`src/rtl/div_pkg.sv`:
```
// Shared definitions for the iterative divider: FSM states, divide-by-zero quotient
// fill value and elaboration-time parameter helpers.
package div_pkg;

  typedef enum logic [1:0] {
    S_IDLE = 2'd0,
    S_CALC = 2'd1,
    S_FIX  = 2'd2,
    S_DONE = 2'd3
  } div_state_e;

  localparam logic [63:0] DZ_QUO = '1;

  function automatic bit bpc_legal(input int unsigned width, input int unsigned bpc);
    return ((bpc == 1) || (bpc == 2)) && (width % bpc == 0) &&
           (width >= 4) && (width % 2 == 0);
  endfunction

  // Iteration counter width; width/bpc is always >= 2 for legal parameters.
  function automatic int unsigned cnt_w(input int unsigned width, input int unsigned bpc);
    return $clog2(width / bpc);
  endfunction

endpackage

```
`src/rtl/iter_div_unit_if.sv`:
```
// Request/result handshake bundle of the iterative divider, including pipeline flush.
interface iter_div_unit_if #(
  parameter int unsigned WIDTH = 32,
  parameter int unsigned TAG_W = 5
);
  logic             in_valid;
  logic             in_ready;
  logic             in_signed;
  logic [WIDTH-1:0] in_a;
  logic [WIDTH-1:0] in_b;
  logic [TAG_W-1:0] in_tag;
  logic             flush;
  logic             out_valid;
  logic             out_ready;
  logic [WIDTH-1:0] out_quo;
  logic [WIDTH-1:0] out_rem;
  logic             out_dz;
  logic [TAG_W-1:0] out_tag;

  modport master (
    output in_valid, in_signed, in_a, in_b, in_tag, flush, out_ready,
    input  in_ready, out_valid, out_quo, out_rem, out_dz, out_tag
  );

  modport slave (
    input  in_valid, in_signed, in_a, in_b, in_tag, flush, out_ready,
    output in_ready, out_valid, out_quo, out_rem, out_dz, out_tag
  );
endinterface

```
`src/rtl/div_step.sv`:
```
// One combinational restoring-division step on a (WIDTH+1)-bit partial remainder.
module div_step #(
  parameter int unsigned WIDTH = 32
) (
  input  logic [WIDTH:0]   rem,
  input  logic             next_bit,
  input  logic [WIDTH-1:0] divisor,
  output logic [WIDTH:0]   new_rem,
  output logic             q_bit
);
  logic [WIDTH+1:0] trial;

  always_comb begin
    trial   = {rem, next_bit} - {2'b00, divisor};
    q_bit   = ~trial[WIDTH+1];
    new_rem = q_bit ? trial[WIDTH:0] : {rem[WIDTH-1:0], next_bit};
  end
endmodule

```
`src/rtl/iter_div_unit.sv`:
```
// Multi-cycle signed/unsigned integer divider retiring BPC quotient bits per cycle,
// with valid/ready handshakes, flush, pass-through tag and divide-by-zero flagging.
module iter_div_unit
  import div_pkg::*;
#(
  parameter int unsigned WIDTH = 32,
  parameter int unsigned BPC   = 1,
  parameter int unsigned TAG_W = 5
) (
  input  logic           clk,
  input  logic           rst_n,
  iter_div_unit_if.slave bus
);
  localparam int unsigned      CNT_W    = cnt_w(WIDTH, BPC);
  localparam logic [CNT_W-1:0] CNT_LAST = CNT_W'(WIDTH / BPC - 1);

  if (!bpc_legal(WIDTH, BPC)) begin : g_bad_param
    $error("iter_div_unit: illegal WIDTH/BPC combination");
  end

  div_state_e       state_q, state_d;
  logic             accept;
  logic             b_zero;
  logic             a_neg, b_neg;
  logic [WIDTH-1:0] a_abs, b_abs;

  logic [WIDTH:0]   rem_q;
  logic [WIDTH-1:0] qa_q;
  logic [WIDTH-1:0] b_abs_q;
  logic             neg_quo_q, neg_rem_q;
  logic [CNT_W-1:0] cnt_q;

  logic [WIDTH-1:0] quo_o_q, rem_o_q;
  logic             dz_o_q;
  logic [TAG_W-1:0] tag_o_q;

  logic [WIDTH:0]   rem_nx;
  logic [WIDTH-1:0] qa_nx;

  always_comb begin
    b_zero = (bus.in_b == '0);
    a_neg  = bus.in_signed & bus.in_a[WIDTH-1];
    b_neg  = bus.in_signed & bus.in_b[WIDTH-1];
    a_abs  = a_neg ? -bus.in_a : bus.in_a;
    b_abs  = b_neg ? -bus.in_b : bus.in_b;
  end

  // qa_q starts as |a|; each step consumes its MSB as the next dividend bit and
  // shifts the new quotient bit in at the LSB, so after WIDTH steps it holds the quotient.
  for (genvar i = 0; i < BPC; i++) begin : g_step
    logic [WIDTH:0]   rem_in, rem_out;
    logic [WIDTH-1:0] qa_in, qa_out;
    logic             q_bit;

    if (i == 0) begin : g_first
      assign rem_in = rem_q;
      assign qa_in  = qa_q;
    end else begin : g_chain
      assign rem_in = g_step[i-1].rem_out;
      assign qa_in  = g_step[i-1].qa_out;
    end

    div_step #(.WIDTH(WIDTH)) u_step (
      .rem      (rem_in),
      .next_bit (qa_in[WIDTH-1]),
      .divisor  (b_abs_q),
      .new_rem  (rem_out),
      .q_bit    (q_bit)
    );

    assign qa_out = {qa_in[WIDTH-2:0], q_bit};
  end

  assign rem_nx = g_step[BPC-1].rem_out;
  assign qa_nx  = g_step[BPC-1].qa_out;

  always_ff @(posedge clk or negedge rst_n) begin
    if (!rst_n) state_q <= S_IDLE;
    else        state_q <= state_d;
  end

  always_comb begin
    state_d = state_q;
    accept  = 1'b0;
    if (bus.flush) begin
      state_d = S_IDLE;
    end else begin
      unique case (state_q)
        S_IDLE: if (bus.in_valid) begin
          accept  = 1'b1;
          state_d = b_zero ? S_DONE : S_CALC;
        end
        S_CALC: if (cnt_q == CNT_LAST) state_d = S_FIX;
        S_FIX:  state_d = S_DONE;
        S_DONE: if (bus.out_ready) state_d = S_IDLE;
        default: state_d = S_IDLE;
      endcase
    end
  end

  always_ff @(posedge clk or negedge rst_n) begin
    if (!rst_n) begin
      rem_q     <= '0;
      qa_q      <= '0;
      b_abs_q   <= '0;
      neg_quo_q <= 1'b0;
      neg_rem_q <= 1'b0;
      cnt_q     <= '0;
      quo_o_q   <= '0;
      rem_o_q   <= '0;
      dz_o_q    <= 1'b0;
      tag_o_q   <= '0;
    end else begin
      if (accept) begin
        rem_q     <= '0;
        qa_q      <= a_abs;
        b_abs_q   <= b_abs;
        cnt_q     <= '0;
        neg_quo_q <= a_neg ^ b_neg;
        neg_rem_q <= a_neg;
        tag_o_q   <= bus.in_tag;
        dz_o_q    <= b_zero;
        if (b_zero) begin
          quo_o_q <= DZ_QUO[WIDTH-1:0];
          rem_o_q <= bus.in_a;
        end
      end
      if (state_q == S_CALC) begin
        rem_q <= rem_nx;
        qa_q  <= qa_nx;
        cnt_q <= cnt_q + 1'b1;
      end
      if (state_q == S_FIX) begin
        quo_o_q <= neg_quo_q ? -qa_q : qa_q;
        rem_o_q <= neg_rem_q ? -rem_q[WIDTH-1:0] : rem_q[WIDTH-1:0];
      end
    end
  end

  assign bus.in_ready  = (state_q == S_IDLE);
  assign bus.out_valid = (state_q == S_DONE);
  assign bus.out_quo   = quo_o_q;
  assign bus.out_rem   = rem_o_q;
  assign bus.out_dz    = dz_o_q;
  assign bus.out_tag   = tag_o_q;
endmodule

```
`src/flat_wrapper.sv`:
```
// flat-port wrapper written by rule: the top's interface ports become plain ports
module iter_div_unit_flat import div_pkg::*;
#(
  parameter int unsigned WIDTH = 32,
  parameter int unsigned BPC   = 1,
  parameter int unsigned TAG_W = 5
)
  (clk, rst_n, bus_in_valid, bus_in_signed, bus_in_a, bus_in_b, bus_in_tag, bus_flush, bus_out_ready, bus_in_ready, bus_out_valid, bus_out_quo, bus_out_rem, bus_out_dz, bus_out_tag);
  iter_div_unit_if #(.WIDTH(WIDTH), .TAG_W(TAG_W)) bus_i ();
  input  logic clk;
  input  logic rst_n;
  input wire logic [$bits(bus_i.in_valid)-1:0] bus_in_valid;
  input wire logic [$bits(bus_i.in_signed)-1:0] bus_in_signed;
  input wire logic [$bits(bus_i.in_a)-1:0] bus_in_a;
  input wire logic [$bits(bus_i.in_b)-1:0] bus_in_b;
  input wire logic [$bits(bus_i.in_tag)-1:0] bus_in_tag;
  input wire logic [$bits(bus_i.flush)-1:0] bus_flush;
  input wire logic [$bits(bus_i.out_ready)-1:0] bus_out_ready;
  output wire logic [$bits(bus_i.in_ready)-1:0] bus_in_ready;
  output wire logic [$bits(bus_i.out_valid)-1:0] bus_out_valid;
  output wire logic [$bits(bus_i.out_quo)-1:0] bus_out_quo;
  output wire logic [$bits(bus_i.out_rem)-1:0] bus_out_rem;
  output wire logic [$bits(bus_i.out_dz)-1:0] bus_out_dz;
  output wire logic [$bits(bus_i.out_tag)-1:0] bus_out_tag;
  assign bus_i.in_valid = bus_in_valid;
  assign bus_i.in_signed = bus_in_signed;
  assign bus_i.in_a = bus_in_a;
  assign bus_i.in_b = bus_in_b;
  assign bus_i.in_tag = bus_in_tag;
  assign bus_i.flush = bus_flush;
  assign bus_i.out_ready = bus_out_ready;
  assign bus_in_ready = bus_i.in_ready;
  assign bus_out_valid = bus_i.out_valid;
  assign bus_out_quo = bus_i.out_quo;
  assign bus_out_rem = bus_i.out_rem;
  assign bus_out_dz = bus_i.out_dz;
  assign bus_out_tag = bus_i.out_tag;
  iter_div_unit #(.WIDTH(WIDTH), .BPC(BPC), .TAG_W(TAG_W)) u_core (.clk(clk), .rst_n(rst_n), .bus(bus_i));
endmodule
```
`config.mk`:
```
export PLATFORM = sky130hd
export DESIGN_NAME = iter_div_unit_flat
export DESIGN_NICKNAME = d
export VERILOG_FILES = /design/src/rtl/div_pkg.sv /design/src/rtl/iter_div_unit_if.sv /design/src/rtl/div_step.sv /design/src/rtl/iter_div_unit.sv /design/src/flat_wrapper.sv
export SDC_FILE = /design/constraint.sdc
export NUM_CORES = 1
export LEC_CHECK = 0
export CAP_MARGIN = 20
export CORE_MARGIN = 4
export CORE_UTILIZATION = 47
export DETAILED_ROUTE_END_ITERATION = 16
export GPL_TIMING_DRIVEN = 1
export PLACE_DENSITY = 0.69
export RECOVER_POWER = 50
export SKIP_LAST_GASP = 1
export SYNTH_ARGS = -nofsm -noshare
export SYNTH_HDL_FRONTEND = slang
export SYNTH_HIERARCHICAL = 1
export SYNTH_SLANG_ARGS = --single-unit
```
`constraint.sdc`:
```
create_clock -name clk -period 8.16 [get_ports clk]
set_input_delay 1.632 -clock clk [delete_from_list [all_inputs] [get_ports clk]]
set_output_delay 1.632 -clock clk [all_outputs]
set_load 0.1 [all_outputs]
```
=== Word-level counts from Yosys, hierarchy flattened ===
Index checks and enable logic that the tools add are counted.

* Add/subtract/negate cells: 6
* Equality and inequality tests: 7
* Multiplexer cells: 26
* Bitwise logic cells: 4
* Reductions and logical operators: 7

{| class="wikitable"
|+ Operators by type and width
! cell !! number
|-
| $mux W32 || 12
|-
| $neg A32 Y32 || 4
|-
| $mux W33 || 3
|-
| $sub A34 B32 Y34 || 1
|-
| $logic_not A32 Y1 || 1
|-
| $mux W2 || 5
|-
| $mux W5 || 2
|-
| $pmux W2 S4 || 1
|-
| $ne A3 B3 Y1 const B || 2
|-
| $reduce_bool A2 Y1 || 3
|-
| $add A5 B1 Y5 const B || 1
|-
| $eq A5 B5 Y1 const B || 1
|-
| $eq A2 B2 Y1 const B || 2
|-
| $mux W1 || 3
|-
| $ne A3 B2 Y1 const B || 1
|-
| $reduce_and A3 Y1 || 1
|-
| $and A1 B1 Y1 || 2
|-
| $eq A2 B1 Y1 const B || 1
|-
| $logic_not A2 Y1 || 1
|-
| $reduce_and A2 Y1 || 1
|-
| $not A1 Y1 || 1
|-
| $xor A1 B1 Y1 || 1
|}

* Register bits after elaboration: 176
* Bits of input ports: 75
* Logic and storage cells: 61

=== Longest topological paths before layout ===
Gate-level depths: netlist (run 1).

* Word-level depth: 5
* Depth in mapped cells: 15
* Mapped depth without buffers: 14

=== Cells and area by module ===
Netlist (run 1), hierarchy kept.

{| class="wikitable"
|+ By module, submodules not included
! module !! instances !! cells an instance !! area each (um^2) !! sequential area each (um^2)
|-
| iter_div_unit || 1 || 1,139 || 10,249.8 || 4,404.2
|-
| div_step || 1 || 328 || 2,170.8 || 0.0
|}

=== Least setup slack after synthesis (run 1) ===
OpenSTA, ideal clock, no wires.

* Path type: input to register
* Start: input port bus_in_a[14]
* End: register u_core.qa_q[22], in the netlist u_core/g_step[0].qa_in[22]
* Setup time: 0.132 ns
* Data arrival time: 3.476 ns
* Path slack: 4.553 ns
* Cell stages on the path: 6
* Path buffers: 1
* Path through: or4_4 > or4_4 > buf_6 > o31ai_2 > nor4_1 > or3b_1

* Longest elaborated chain between the ends: 4

{| class="wikitable"
|+ Ends and longest elaborated chain
! what !! RTL line !! text
|-
| start, declared || flat_wrapper.sv:14 || <nowiki>input wire logic [$bits(bus_i.in_a)-1:0] bus_in_a;</nowiki>
|-
| $neg A32 Y32 || iter_div_unit.sv:44 || <nowiki>a_abs = a_neg ? -bus.in_a : bus.in_a;</nowiki>
|-
| $mux W32 || iter_div_unit.sv:44 ||
|-
| $mux W32 || iter_div_unit.sv:114 || <nowiki>if (accept) begin</nowiki>
|-
| $mux W32 || iter_div_unit.sv:128 || <nowiki>if (state_q == S_CALC) begin</nowiki>
|-
| end signal, assigned || iter_div_unit.sv:116 || <nowiki>qa_q <= a_abs;</nowiki>
|-
| end signal, assigned || iter_div_unit.sv:130 || <nowiki>qa_q <= qa_nx;</nowiki>
|-
| end, declared || iter_div_unit.sv:28 || <nowiki>logic [WIDTH-1:0] qa_q;</nowiki>
|}

Every way passes these cells. The select of a mux whose other input is x is not followed.
A chain may end at the register's enable or synchronous reset.

=== Final worst setup path (run 1) ===
* Start: input port bus_in_valid
* End: register u_core.b_abs_q[6]

* Longest elaborated chain between the ends: 3

{| class="wikitable"
|+ Ends and longest elaborated chain
! what !! RTL line !! text
|-
| start, declared || flat_wrapper.sv:12 || <nowiki>input wire logic [$bits(bus_i.in_valid)-1:0] bus_in_valid;</nowiki>
|-
| $mux W1 || iter_div_unit.sv:89 || <nowiki>S_IDLE: if (bus.in_valid) begin</nowiki>
|-
| $mux W1 || iter_div_unit.sv:88 || <nowiki>unique case (state_q)</nowiki>
|-
| $mux W1 || iter_div_unit.sv:85 || <nowiki>if (bus.flush) begin</nowiki>
|-
| end signal, assigned || iter_div_unit.sv:117 || <nowiki>b_abs_q <= b_abs;</nowiki>
|-
| end, declared || iter_div_unit.sv:29 || <nowiki>logic [WIDTH-1:0] b_abs_q;</nowiki>
|}

Every way passes these cells.

==> Implementation_results.wiki, run 1 <==
{| class="wikitable"
! Metric !! Value
|-
| Clock net sink count || 176
|-
| Area growth from synthesis to final layout || 17.88%
|-
| DP Wirelength || 25420 um
|-
| Max-Slew Margin vs Limit || -0.4742
|-
| Mean instance size in the synthesized netlist || 8.467 um^2
|-
| Worst Hold Class || reg2reg
|-
| Outcome || finished, violations left
|-
| Global route total overflow || 0
|-
| Number of register bits inferred by synthesis || 176
|-
| Total die area || 0.02909 mm^2
|-
| Cell at the root of the clock tree || sky130_fd_sc_hd__clkbuf_16
|-
| Fraction of post-synthesis cell area in the top cell type by area || 0.3546
|-
| Violations in the final reports || capacitance limit, slew limit
|-
| Classification of the worst setup path || in2reg
|-
| Via Count || 11090
|-
| Initial DRC count || 986
|-
| RSZ-0062 raised after global routing || false
|-
| Setup crit start kind || primary input
|-
| Ratio of cells with drive above 1 in the final layout || 0.05725
|-
| Required time at the endpoint of the critical path || 8390 ps
|-
| Final sum of negative setup slack || 0 ps
|-
| Core Footprint || 0.02606 mm^2
|-
| Minimum period implied by the final worst setup slack || 5294 ps
|-
| Data arrival, critical path || 5520 ps
|-
| Post-route antenna net violation count || 0
|-
| Post-route DRC || 0
|-
| Endpoints failing setup || 0
|-
| Buf+Inv Stages, Crit Path || 3
|-
| Number of distinct library cells after synthesis || 74
|-
| CP Cell Sequence || dlygate4sd3_1 > nand3b_1 > clkbuf_1 > clkbuf_2 > o21ai_0
|-
| Total nets after synthesis || 1586
|-
| Cts-stage hold buffer count || 0
|-
| Antenna fix cells || 0
|-
| Mapped Cells || 1467
|-
| Worst-margin pin slew || 2211 ps
|-
| Number of setup buffers added after CTS || 0
|-
| Total routing usage reported by global routing || 0.2357
|-
| Top delay family on crit path || buffers and inverters
|-
| Initial core utilization || 0.4766
|-
| Endpoint type of the worst setup path || flop
|-
| Maximum number of pins on one net before global-route repair || 108
|-
| Worst hold slack || 474.2 ps
|-
| Netlist Area Pre-Place || 0.01242 mm^2
|-
| Routed wire length || 34590 um
|-
| Number of antenna violations at the first check in global routing || 0
|-
| Number of buffers on the longest clock path || 2
|-
| Number of resized instances in the post-cts repair step || 0
|-
| Critical Path Slowest Stage Cell || sky130_fd_sc_hd__clkbuf_2
|-
| CTS H-tree lvls || 4
|-
| Final Non-Filler Cells || 1907
|-
| Warning count from the yosys run || 6
|-
| Ys async rst share || 1.000
|-
| Routed wire length per instance || 18.14 um
|-
| Overall die height || 170.6 um
|-
| Number of buffers inserted during clock tree synthesis || 17
|-
| Clk slew on worst S/H paths || 70 ps
|-
| Number of placed instances with taps included || 1874
|-
| Placement Setup Slack || 3804 ps
|-
| Number of global-route vias before repair || 10500
|-
| Fmax achieved || 0.1889 GHz
|-
| Number of nets in the finished design || 1678
|-
| Global-route wire length before repair || 55650 um
|-
| Placer Congestion || 0.9197
|-
| Slack of the worst reg-to-reg path || 3810 ps
|-
| Biggest fanout along the worst timing path || 103
|-
| Average vias per placed instance || 5.814
|-
| Number of search-and-repair iterations in the first detailed-routing pass || 5
|-
| Cell row count || 59
|-
| Portion of the clock cycle consumed by the worst path in the final layout || 0.6487
|-
| Number of enable-type register cells in the synthesized netlist || 0
|-
| Worst skew pair latency || 430 ps
|-
| Die X-Extent || 170.6 um
|-
| Port buffer count || 146
|-
| Count of final hold-check violations || 0
|-
| Sequential share of the synthesized area || 0.3546
|-
| CTS tree || built
|-
| Post-route setup slack || 2866 ps
|-
| Total I/O pin count || 147
|-
| Maximum capacitance violations || 4
|-
| Area leader, netlist || sky130_fd_sc_hd__dfrtp_1
|-
| Most used flip-flop cell after synthesis || sky130_fd_sc_hd__dfrtp_1
|-
| Area contributors post-synth || sky130_fd_sc_hd__dfrtp_1, sky130_fd_sc_hd__nand2_1, sky130_fd_sc_hd__o21ai_0
|-
| Worst stage delay on the critical path || 1520 ps
|-
| Max-slew violation count || 217
|-
| Clock tree skew after final layout || 12.36 ps
|}
## worst register-to-register path: stages (launching register included)
cell and delay, ps:
sky130_fd_sc_hd__dfrtp_1 450, sky130_fd_sc_hd__inv_1 120, sky130_fd_sc_hd__ha_1 260, sky130_fd_sc_hd__nand3b_1 110, sky130_fd_sc_hd__clkbuf_1 1300, sky130_fd_sc_hd__clkbuf_2 1520, sky130_fd_sc_hd__o21ai_0 390
## through the flow
step / utilization / instance area (um^2)
global route: 0.5619 / 14640
floorplan: - / 12420
detailed placement: 0.5394 / 14060
global placement: 0.5394 / 14060
finish: 0.5619 / 14640
CTS: 0.5614 / 14630
## placed cells by master (no fill, tap or decap), types with 7 or more instances in the layout
master,instances
sky130_fd_sc_hd__nand2_1,220
sky130_fd_sc_hd__dfrtp_1,176
sky130_fd_sc_hd__o21ai_0,140
sky130_fd_sc_hd__clkdlybuf4s50_1,127
sky130_fd_sc_hd__a21oi_1,105
sky130_fd_sc_hd__xor2_1,78
sky130_fd_sc_hd__mux2i_1,68
sky130_fd_sc_hd__nor3_1,64
sky130_fd_sc_hd__inv_1,59
sky130_fd_sc_hd__nor2_1,59
sky130_fd_sc_hd__xnor2_1,57
sky130_fd_sc_hd__ha_1,41
sky130_fd_sc_hd__o31ai_1,27
sky130_fd_sc_hd__o41ai_1,24
sky130_fd_sc_hd__a21o_1,23
sky130_fd_sc_hd__dlygate4sd3_1,18
sky130_fd_sc_hd__a31oi_1,18
sky130_fd_sc_hd__nand3_1,18
sky130_fd_sc_hd__clkbuf_16,17
sky130_fd_sc_hd__or4_1,17
sky130_fd_sc_hd__nor4_1,16
sky130_fd_sc_hd__nor3b_1,14
sky130_fd_sc_hd__or3_1,12
sky130_fd_sc_hd__or2_2,10
sky130_fd_sc_hd__nand2b_1,9
sky130_fd_sc_hd__and3_1,8
sky130_fd_sc_hd__buf_4,8
sky130_fd_sc_hd__nand4_1,7
sky130_fd_sc_hd__o211ai_1,7
## logic make-up after synthesis
| group | synth area share |
|---|---|
| fa+ha+maj | 0.04493 |
| simple gates | 0.2000 |
| buf+inv | 0.04553 |
| mux | 0.06024 |
| xor+xnor | 0.09741 |
| compound gates | 0.1973 |
| flops | 0.3546 |
## registers in the layout (all words and copies together), names as in the netlist
name and cells:
u_core/g_step.rem_in 33, u_core/b_abs_q 32, u_core/bus.out_quo 32, u_core/bus.out_rem 32
u_core/g_step.qa_in 32, u_core/bus.out_tag 5, u_core/cnt_q 5, u_core/state_q 2
u_core/bus.out_dz 1, u_core/neg_quo_q 1, u_core/neg_rem_q 1
## worst paths after layout
check,cells past startpoint,endpoint,start
setup reg to reg,6,u_core/b_abs_q[6]$_DFFE_PN0P_,u_core/state_q[0]$_DFFE_PN0P_
max in group asynchronous,3,u_core/bus.out_quo[27]$_DFFE_PN0P_,rst_n
hold reg to reg,2,u_core/bus.out_tag[4]$_DFFE_PN0P_,u_core/bus.out_tag[4]$_DFFE_PN0P_
hold / removal,2,u_core/bus.out_tag[4]$_DFFE_PN0P_,u_core/bus.out_tag[4]$_DFFE_PN0P_
setup / recovery,5,u_core/b_abs_q[6]$_DFFE_PN0P_,bus_in_valid
min in group asynchronous,1,u_core/g_step[0].qa_in[16]$_DFFE_PN0P_,rst_n
## per-layer routing
metal / up-vias / part of all wire / track usage / wire [um]
met2: 402 / 0.46 / 0.3779 / 15910
met1: 5176 / 0.44 / 0.3257 / 15360
met5: - / 0 / 0 / 0
met3: 59 / 0.074 / 0.04852 / 2559
li1: 5451 / - / - / -
met4: 0 / 0.022 / 0.06597 / 763
## synth_stat cells (4+ instances only)
master,count
sky130_fd_sc_hd__ha_1,43
sky130_fd_sc_hd__mux2i_1,68
sky130_fd_sc_hd__clkbuf_1,65
sky130_fd_sc_hd__nor3_1,64
sky130_fd_sc_hd__a21o_1,23
sky130_fd_sc_hd__o211ai_1,7
sky130_fd_sc_hd__o21ai_0,140
sky130_fd_sc_hd__buf_2,10
sky130_fd_sc_hd__nand4_1,7
sky130_fd_sc_hd__nor3b_1,14
sky130_fd_sc_hd__xor2_1,78
sky130_fd_sc_hd__or4_1,17
sky130_fd_sc_hd__nor2_1,59
sky130_fd_sc_hd__inv_1,59
sky130_fd_sc_hd__nand3b_1,6
sky130_fd_sc_hd__nor2b_1,6
sky130_fd_sc_hd__dfrtp_1,176
sky130_fd_sc_hd__nand4b_1,6
sky130_fd_sc_hd__nand2b_1,9
sky130_fd_sc_hd__nor4_2,4
sky130_fd_sc_hd__o41ai_1,24
sky130_fd_sc_hd__a211oi_1,6
sky130_fd_sc_hd__a31o_2,4
sky130_fd_sc_hd__nand2_1,220
sky130_fd_sc_hd__or4b_2,5
sky130_fd_sc_hd__xnor2_1,57
sky130_fd_sc_hd__buf_1,7
sky130_fd_sc_hd__or2_2,10
sky130_fd_sc_hd__nor4_1,16
sky130_fd_sc_hd__or3_1,12
sky130_fd_sc_hd__o31ai_1,27
sky130_fd_sc_hd__a21oi_1,105
sky130_fd_sc_hd__mux2_2,6
sky130_fd_sc_hd__and3_1,8
sky130_fd_sc_hd__a31oi_1,18
sky130_fd_sc_hd__nand3_1,18
## final cells by class
class                           instances  area (um^2)
Timing Repair Buffer                  157         1551
Sequential cell                       176         4404
Clock inverter                         14        142.6
Fill cell                            2428        11420
Multi-Input combinational cell       1146         7466
Clock buffer                           18        429.2
Tap cell                              335        419.2
Inverter                               61        229.0
Power of run 1 is left out: the tool's default activity adds up to more than one toggle a clock period on the data nets, which glitch-free logic cannot reach.
==> run 2, diff against run 1 <==
Settings changed: PLACE_DENSITY 0.69 to 0.72.
Clock period 8.16 ns to 4.25 ns, I/O delays scaled along.
==> Implementation_results.wiki, run 2 (synthesis gave the netlist of run 1 again) <==
{| class="wikitable"
! Metric !! Value
|-
| Cts-stage hold buffer count || 0 (unchanged)
|-
| Fmax achieved || 0.2781 GHz
|-
| Worst hold slack || 482.4 ps (+8.201 ps)
|-
| Number of search-and-repair iterations in the first detailed-routing pass || 5 (unchanged)
|-
| Cell row count || 59 (unchanged)
|-
| Port buffer count || 146 (unchanged)
|-
| CTS tree || built
|-
| Outcome || finished, violations left
|-
| Number of global-route vias before repair || 10780 (+2.7%)
|-
| Endpoint type of the worst setup path || flop
|-
| Post-route setup slack || 654.8 ps (-2212 ps)
|-
| Area growth from synthesis to final layout || 18.50%
|-
| Instance area after placement || 0.01418 mm^2 (+0.88%)
|-
| Post-route antenna net violation count || 0 (unchanged)
|-
| Overall die height || 170.6 um (unchanged)
|-
| Number of buffers on the longest clock path || 2 (unchanged)
|-
| Top delay family on crit path || buffers and inverters
|-
| Cell at the root of the clock tree || sky130_fd_sc_hd__clkbuf_16
|-
| Max-slew violation count || 188 (-13%)
|-
| Average vias per placed instance || 5.805 (-0.16%)
|-
| Violations in the final reports || capacitance limit, slew limit
|-
| Core Footprint || 0.02606 mm^2 (unchanged)
|-
| Number of nets in the finished design || 1692 (+0.83%)
|-
| Total routing usage reported by global routing || 0.2364 (+0.0007460)
|-
| Buf+Inv Stages, Crit Path || 3 (unchanged)
|-
| DP Wirelength || 25740 um (+1.3%)
|-
| Via Count || 11150 (+0.58%)
|-
| Busiest metal layer after global routing || met2
|-
| Total die area || 0.02909 mm^2 (unchanged)
|-
| Met2 capacity usage during global routing || 0.3958 (+0.01788)
|-
| Worst skew pair latency || 440 ps (about the same)
|-
| Final sum of negative setup slack || 0 ps (unchanged)
|-
| Global-route wire length before repair || 56070 um (+0.76%)
|-
| Clock tree skew after final layout || 16.31 ps (+3.951 ps)
|-
| Max-Slew Margin vs Limit || -0.6636 (-0.1895)
|-
| Most frequent cells in the layout || sky130_fd_sc_hd__nand2_1, sky130_fd_sc_hd__dfrtp_1, sky130_fd_sc_hd__clkdlybuf4s50_1
|-
| Total I/O pin count || 147 (unchanged)
|-
| Critical Path Slowest Stage Cell || sky130_fd_sc_hd__clkbuf_1
|-
| Flip-flop count of the largest register after layout || 33 (unchanged)
|-
| Global route total overflow || 0 (unchanged)
|-
| Grt met3 use || 0.02703 (-0.02149)
|-
| Data arrival, critical path || 3840 ps (-1680 ps)
|-
| Antenna fix cells || 0 (unchanged)
|-
| Routed wire length || 34680 um (+0.28%)
|-
| Placer Congestion || 0.8891 (-3.3%)
|-
| Ratio of cells with drive above 1 in the final layout || 0.06620 (+0.008952)
|-
| Number of buffers inserted during clock tree synthesis || 17 (unchanged)
|-
| Setup crit start kind || primary input
|-
| Required time at the endpoint of the critical path || 4500 ps (-3890 ps)
|-
| RSZ-0062 raised after global routing || false
|-
| Worst Hold Class || reg2reg
|-
| Count of final hold-check violations || 0 (unchanged)
|-
| Most common cell after layout, fill and taps aside || sky130_fd_sc_hd__nand2_1
|-
| Biggest fanout along the worst timing path || 24 (-77%)
|-
| Clk slew on worst S/H paths || 70 ps (about the same)
|-
| Maximum capacitance violations || 2 (-2)
|-
| Routed wire length per instance || 18.05 um (-0.45%)
|-
| Minimum period implied by the final worst setup slack || 3595 ps
|-
| Number of resized instances in the post-cts repair step || 0 (unchanged)
|-
| CP Cell Sequence || dlygate4sd3_1 > and3b_1 > clkbuf_1 > clkbuf_1 > mux2i_1 > o21ai_0
|-
| Final standard cell area without fillers || 0.01472 mm^2 (+0.52%)
|-
| CTS H-tree lvls || 4 (unchanged)
|-
| Maximum number of pins on one net before global-route repair || 137 (+27%)
|-
| Initial core utilization || 0.4766 (unchanged)
|-
| Worst-margin pin slew || 2495 ps (+284.2 ps)
|-
| Die X-Extent || 170.6 um (unchanged)
|-
| Worst stage delay on the critical path || 1040 ps (-480 ps)
|-
| Portion of the clock cycle consumed by the worst path in the final layout || 0.8459
|-
| Critical path's most frequent cell || sky130_fd_sc_hd__clkbuf_1
|-
| Number of setup buffers added after CTS || 0 (unchanged)
|-
| Post-route DRC || 0 (unchanged)
|-
| Classification of the worst setup path || in2reg
|-
| Global-route track usage on met1 || 0.3209 (-0.004805)
|-
| Endpoints failing setup || 0 (unchanged)
|-
| Initial DRC count || 1023 (+3.8%)
|-
| Clock net sink count || 176 (unchanged)
|-
| Number of antenna violations at the first check in global routing || 0 (unchanged)
|-
| Placement Setup Slack || 634.4 ps (-3170 ps)
|}
==> run 2: worst min-delay path: stages (launching register included) <==
cell	delay, ps
sky130_fd_sc_hd__dfrtp_1	340
sky130_fd_sc_hd__nand2_1	50
sky130_fd_sc_hd__o21ai_0	60
==> run 2: final timing paths <==
check | slack [ps] | depth (start not counted) | from | to
max | 650 | 6 | bus_flush | u_core/g_step[0].qa_in[5]$_DFFE_PN0P_
min | 480 | 2 | u_core/b_abs_q[17]$_DFFE_PN0P_ | u_core/b_abs_q[17]$_DFFE_PN0P_
max reg2reg | 700 | 13 | u_core/g_step[0].rem_in[6]$_DFFE_PN0P_ | u_core/g_step[0].rem_in[32]$_DFFE_PN0P_
min reg2reg | 480 | 2 | u_core/b_abs_q[17]$_DFFE_PN0P_ | u_core/b_abs_q[17]$_DFFE_PN0P_
max in group asynchronous | 1160 | 2 | rst_n | u_core/g_step[0].rem_in[30]$_DFFE_PN0P_
min in group asynchronous | 1170 | 1 | rst_n | u_core/g_step[0].qa_in[16]$_DFFE_PN0P_
==> run 2: cell type report <==
class                           instances  area (um^2)
Fill cell                            2422        11340
Multi-Input combinational cell       1146         7456
Sequential cell                       176         4404
Timing Repair Buffer                  171         1642
Clock buffer                           17        425.4
Tap cell                              335        419.2
Inverter                               61        229.0
Clock inverter                         15        142.6
==> run 2: per-stage QoR <==
step,cells,util
2_1_floorplan,1467,-
3_3_place_gp,1889,0.5442
3_5_place_dp,1889,0.5442
4_1_cts,1921,0.5660
5_1_grt,1921,0.5648
6_report,1921,0.5648
==> run 2: layer usage <==
| layer | vias to the layer above | wire length, um |
|---|---|---|
| li1 | 5469 | - |
| met1 | 5287 | 15650 |
| met2 | 338 | 16380 |
| met3 | 58 | 1799 |
| met4 | 0 | 855 |
| met5 | - | 0 |
Power of run 2 is left out for the same reason.
==> run 3, diff against run 2 <==
Settings changed: PLACE_DENSITY 0.72 to 0.69.
Clock period 4.25 ns to 3.6 ns, I/O delays scaled along.
==> Implementation_results.wiki, run 3 (synthesis gave the netlist of run 1 again) <==
{| class="wikitable"
! Metric !! Value
|-
| Outcome || finished, violations left
|-
| Violations in the final reports || capacitance limit, slew limit
|-
| Hold path startpoint || u_core/b_abs_q[11]$_DFFE_PN0P_
|-
| Clock tree skew after final layout || 15.92 ps (-0.3862 ps)
|-
| Count of final hold-check violations || 0 (unchanged)
|-
| Number of nets in the finished design || 1719 (+1.6%)
|-
| Number of antenna violations at the first check in global routing || 0 (unchanged)
|-
| Endpoints failing setup || 0 (unchanged)
|-
| Ratio of cells with drive above 1 in the final layout || 0.08369 (+0.01749)
|-
| Global route total overflow || 0 (unchanged)
|-
| Cell depth of the worst flop-to-flop path || 12 (-1)
|-
| Total routing usage reported by global routing || 0.2426 (+0.006185)
|-
| Initial core utilization || 0.4766 (unchanged)
|-
| Worst hold endpoint || u_core/b_abs_q[11]$_DFFE_PN0P_
|-
| Worst hold slack || 480.8 ps (-1.636 ps)
|-
| Required time at the endpoint of the critical path || 3890 ps (-610 ps)
|-
| Number of buffers inserted during clock tree synthesis || 17 (unchanged)
|-
| Classification of the worst setup path || reg2reg
|-
| Most frequent cells in the layout || sky130_fd_sc_hd__nand2_1, sky130_fd_sc_hd__dfrtp_1, sky130_fd_sc_hd__clkdlybuf4s50_1
|-
| Maximum number of pins on one net before global-route repair || 137 (unchanged)
|-
| Data arrival, critical path || 3710 ps (-130 ps)
|-
| Clock net sink count || 176 (unchanged)
|-
| Fill cells || 2392 (-1.2%)
|-
| Most common cell after layout, fill and taps aside || sky130_fd_sc_hd__nand2_1
|-
| Overall die height || 170.6 um (unchanged)
|-
| Core Footprint || 0.02606 mm^2 (unchanged)
|-
| Setup crit start kind || flop
|-
| CTS tree || built
|-
| Antenna fix cells || 0 (unchanged)
|-
| Total die area || 0.02909 mm^2 (unchanged)
|-
| Via Count || 11350 (+1.8%)
|-
| Cell row count || 59 (unchanged)
|-
| Worst skew pair latency || 440 ps (about the same)
|-
| Average vias per placed instance || 5.827 (+0.37%)
|-
| Maximum capacitance violations || 1 (-1)
|-
| Instance count along the most critical hold path || 2 (unchanged)
|-
| Fmax achieved || 0.2918 GHz
|-
| Placer Congestion || 0.9119 (+2.6%)
|-
| Total I/O pin count || 147 (unchanged)
|-
| Worst Hold Class || reg2reg
|-
| Post-route antenna net violation count || 0 (unchanged)
|-
| Portion of the clock cycle consumed by the worst path in the final layout || 0.9519
|-
| Flip-flop count of the largest register after layout || 33 (unchanged)
|-
| Slack of the worst reg-to-reg path || 170 ps (-530 ps)
|-
| Max-slew violation count || 80 (-57%)
|-
| Max-Slew Margin vs Limit || -0.4039 (+0.2598)
|-
| Global-route wire length before repair || 57080 um (+1.8%)
|-
| Cts-stage hold buffer count || 0 (unchanged)
|-
| Port buffer count || 146 (unchanged)
|-
| Endpoint type of the worst setup path || flop
|-
| Minimum period implied by the final worst setup slack || 3427 ps
|-
| Routed wire length || 35520 um (+2.4%)
|-
| DP Wirelength || 26430 um (+2.7%)
|-
| R2r endpoint || u_core/g_step[0].rem_in[31]$_DFFE_PN0P_
|-
| Number of search-and-repair iterations in the first detailed-routing pass || 5 (unchanged)
|-
| Worst-margin pin slew || 2106 ps (-389.7 ps)
|-
| Die X-Extent || 170.6 um (unchanged)
|-
| Clk slew on worst S/H paths || 70 ps (about the same)
|-
| Number of global-route vias before repair || 10670 (-1.0%)
|-
| Biggest fanout along the worst timing path || 8 (-67%)
|-
| Routed wire length per instance || 18.23 um (+0.98%)
|-
| Post-route DRC || 0 (unchanged)
|-
| Reg-to-Reg Start || u_core/g_step[0].rem_in[9]$_DFFE_PN0P_
|-
| Initial DRC count || 1074 (+5.0%)
|-
| Area growth from synthesis to final layout || 20.72%
|-
| CTS H-tree lvls || 4 (unchanged)
|-
| Cell at the root of the clock tree || sky130_fd_sc_hd__clkbuf_16
|-
| Number of buffers on the longest clock path || 2 (unchanged)
|}
[run 3: cell count changes in the layout (fill, tap and decap cells not counted), sizes merged]
| cell | previous run | this run |
|---|---|---|
| buf | 20 | 47 |
| dlygate4sd3 | 4 | 0 |
| bufinv | 0 | 1 |
| clkinvlp | 3 | 2 |
| clkbuf | 23 | 27 |
[run 3: what timing repair did]
action,CTS,global route
gates resized for setup,0,1
setup endpoints to repair,0,2
setup buffers,0,0
[run 3: critical path: stages (launching register included)]
cell                       delay [ps]
sky130_fd_sc_hd__dfrtp_1          460
sky130_fd_sc_hd__ha_1             400
sky130_fd_sc_hd__and3_1           190
sky130_fd_sc_hd__or3b_1           370
sky130_fd_sc_hd__a211oi_2         350
sky130_fd_sc_hd__o31ai_1          120
sky130_fd_sc_hd__and3_4           220
sky130_fd_sc_hd__o31a_4           300
sky130_fd_sc_hd__xor2_4           180
sky130_fd_sc_hd__inv_2            180
sky130_fd_sc_hd__mux2_2           360
sky130_fd_sc_hd__nand2_1           60
sky130_fd_sc_hd__o21ai_0           90
[run 3: final cells by class]
cell class | count | area (um^2) | area share
Clock buffer | 17 | 425.4 | 0.02837
Tap cell | 335 | 419.2 | 0.02795
Inverter | 61 | 229.0 | 0.01527
Sequential cell | 176 | 4404 | 0.2937
Timing Repair Buffer | 198 | 1874 | 0.1250
Multi-Input combinational cell | 1146 | 7471 | 0.4982
Clock inverter | 15 | 171.4 | 0.01143
[run 3: routing by layer]
metal  wire [um]  track usage  vias up
li1            -            -     5523
met1       16170       0.3473     5398
met2       16170       0.3860      384
met3        2419      0.03235       46
met4         751      0.07188        0
met5           0            0        -
[run 3: stage by stage]
stage	util	setup WS (ps)	cell area (um^2)	instances	TNS, ps
2_1_floorplan	-	502.5	12420	1467	0
3_3_place_gp	0.5545	201.5	14450	1916	0
3_5_place_dp	0.5545	165.1	14450	1916	0
5_1_grt	0.5754	-14.57	14990	1948	-35.69
6_report	0.5754	173.1	14990	1948	0
4_1_cts	0.5774	172.1	15050	1948	0
[run 3: worst max path at each step]
stage / startpoint / to / slack [ps]
final: u_core/g_step[0].rem_in[9]$_DFFE_PN0P_ / u_core/g_step[0].rem_in[31]$_DFFE_PN0P_ / 170
after detailed placement: bus_in_a[4] / u_core/g_step[0].qa_in[14]$_DFFE_PN0P_ / 170
after CTS: u_core/g_step[0].rem_in[9]$_DFFE_PN0P_ / u_core/g_step[0].rem_in[31]$_DFFE_PN0P_ / 170
after floorplan: u_core/g_step[0].rem_in[7]$_DFFE_PN0P_ / u_core/g_step[0].rem_in[28]$_DFFE_PN0P_ / 500
after global placement: bus_in_a[4] / u_core/g_step[0].qa_in[14]$_DFFE_PN0P_ / 200
after global routing: u_core/b_abs_q[7]$_DFFE_PN0P_ / u_core/g_step[0].rem_in[29]$_DFFE_PN0P_ / -10
Power of run 3 is left out for the same reason.
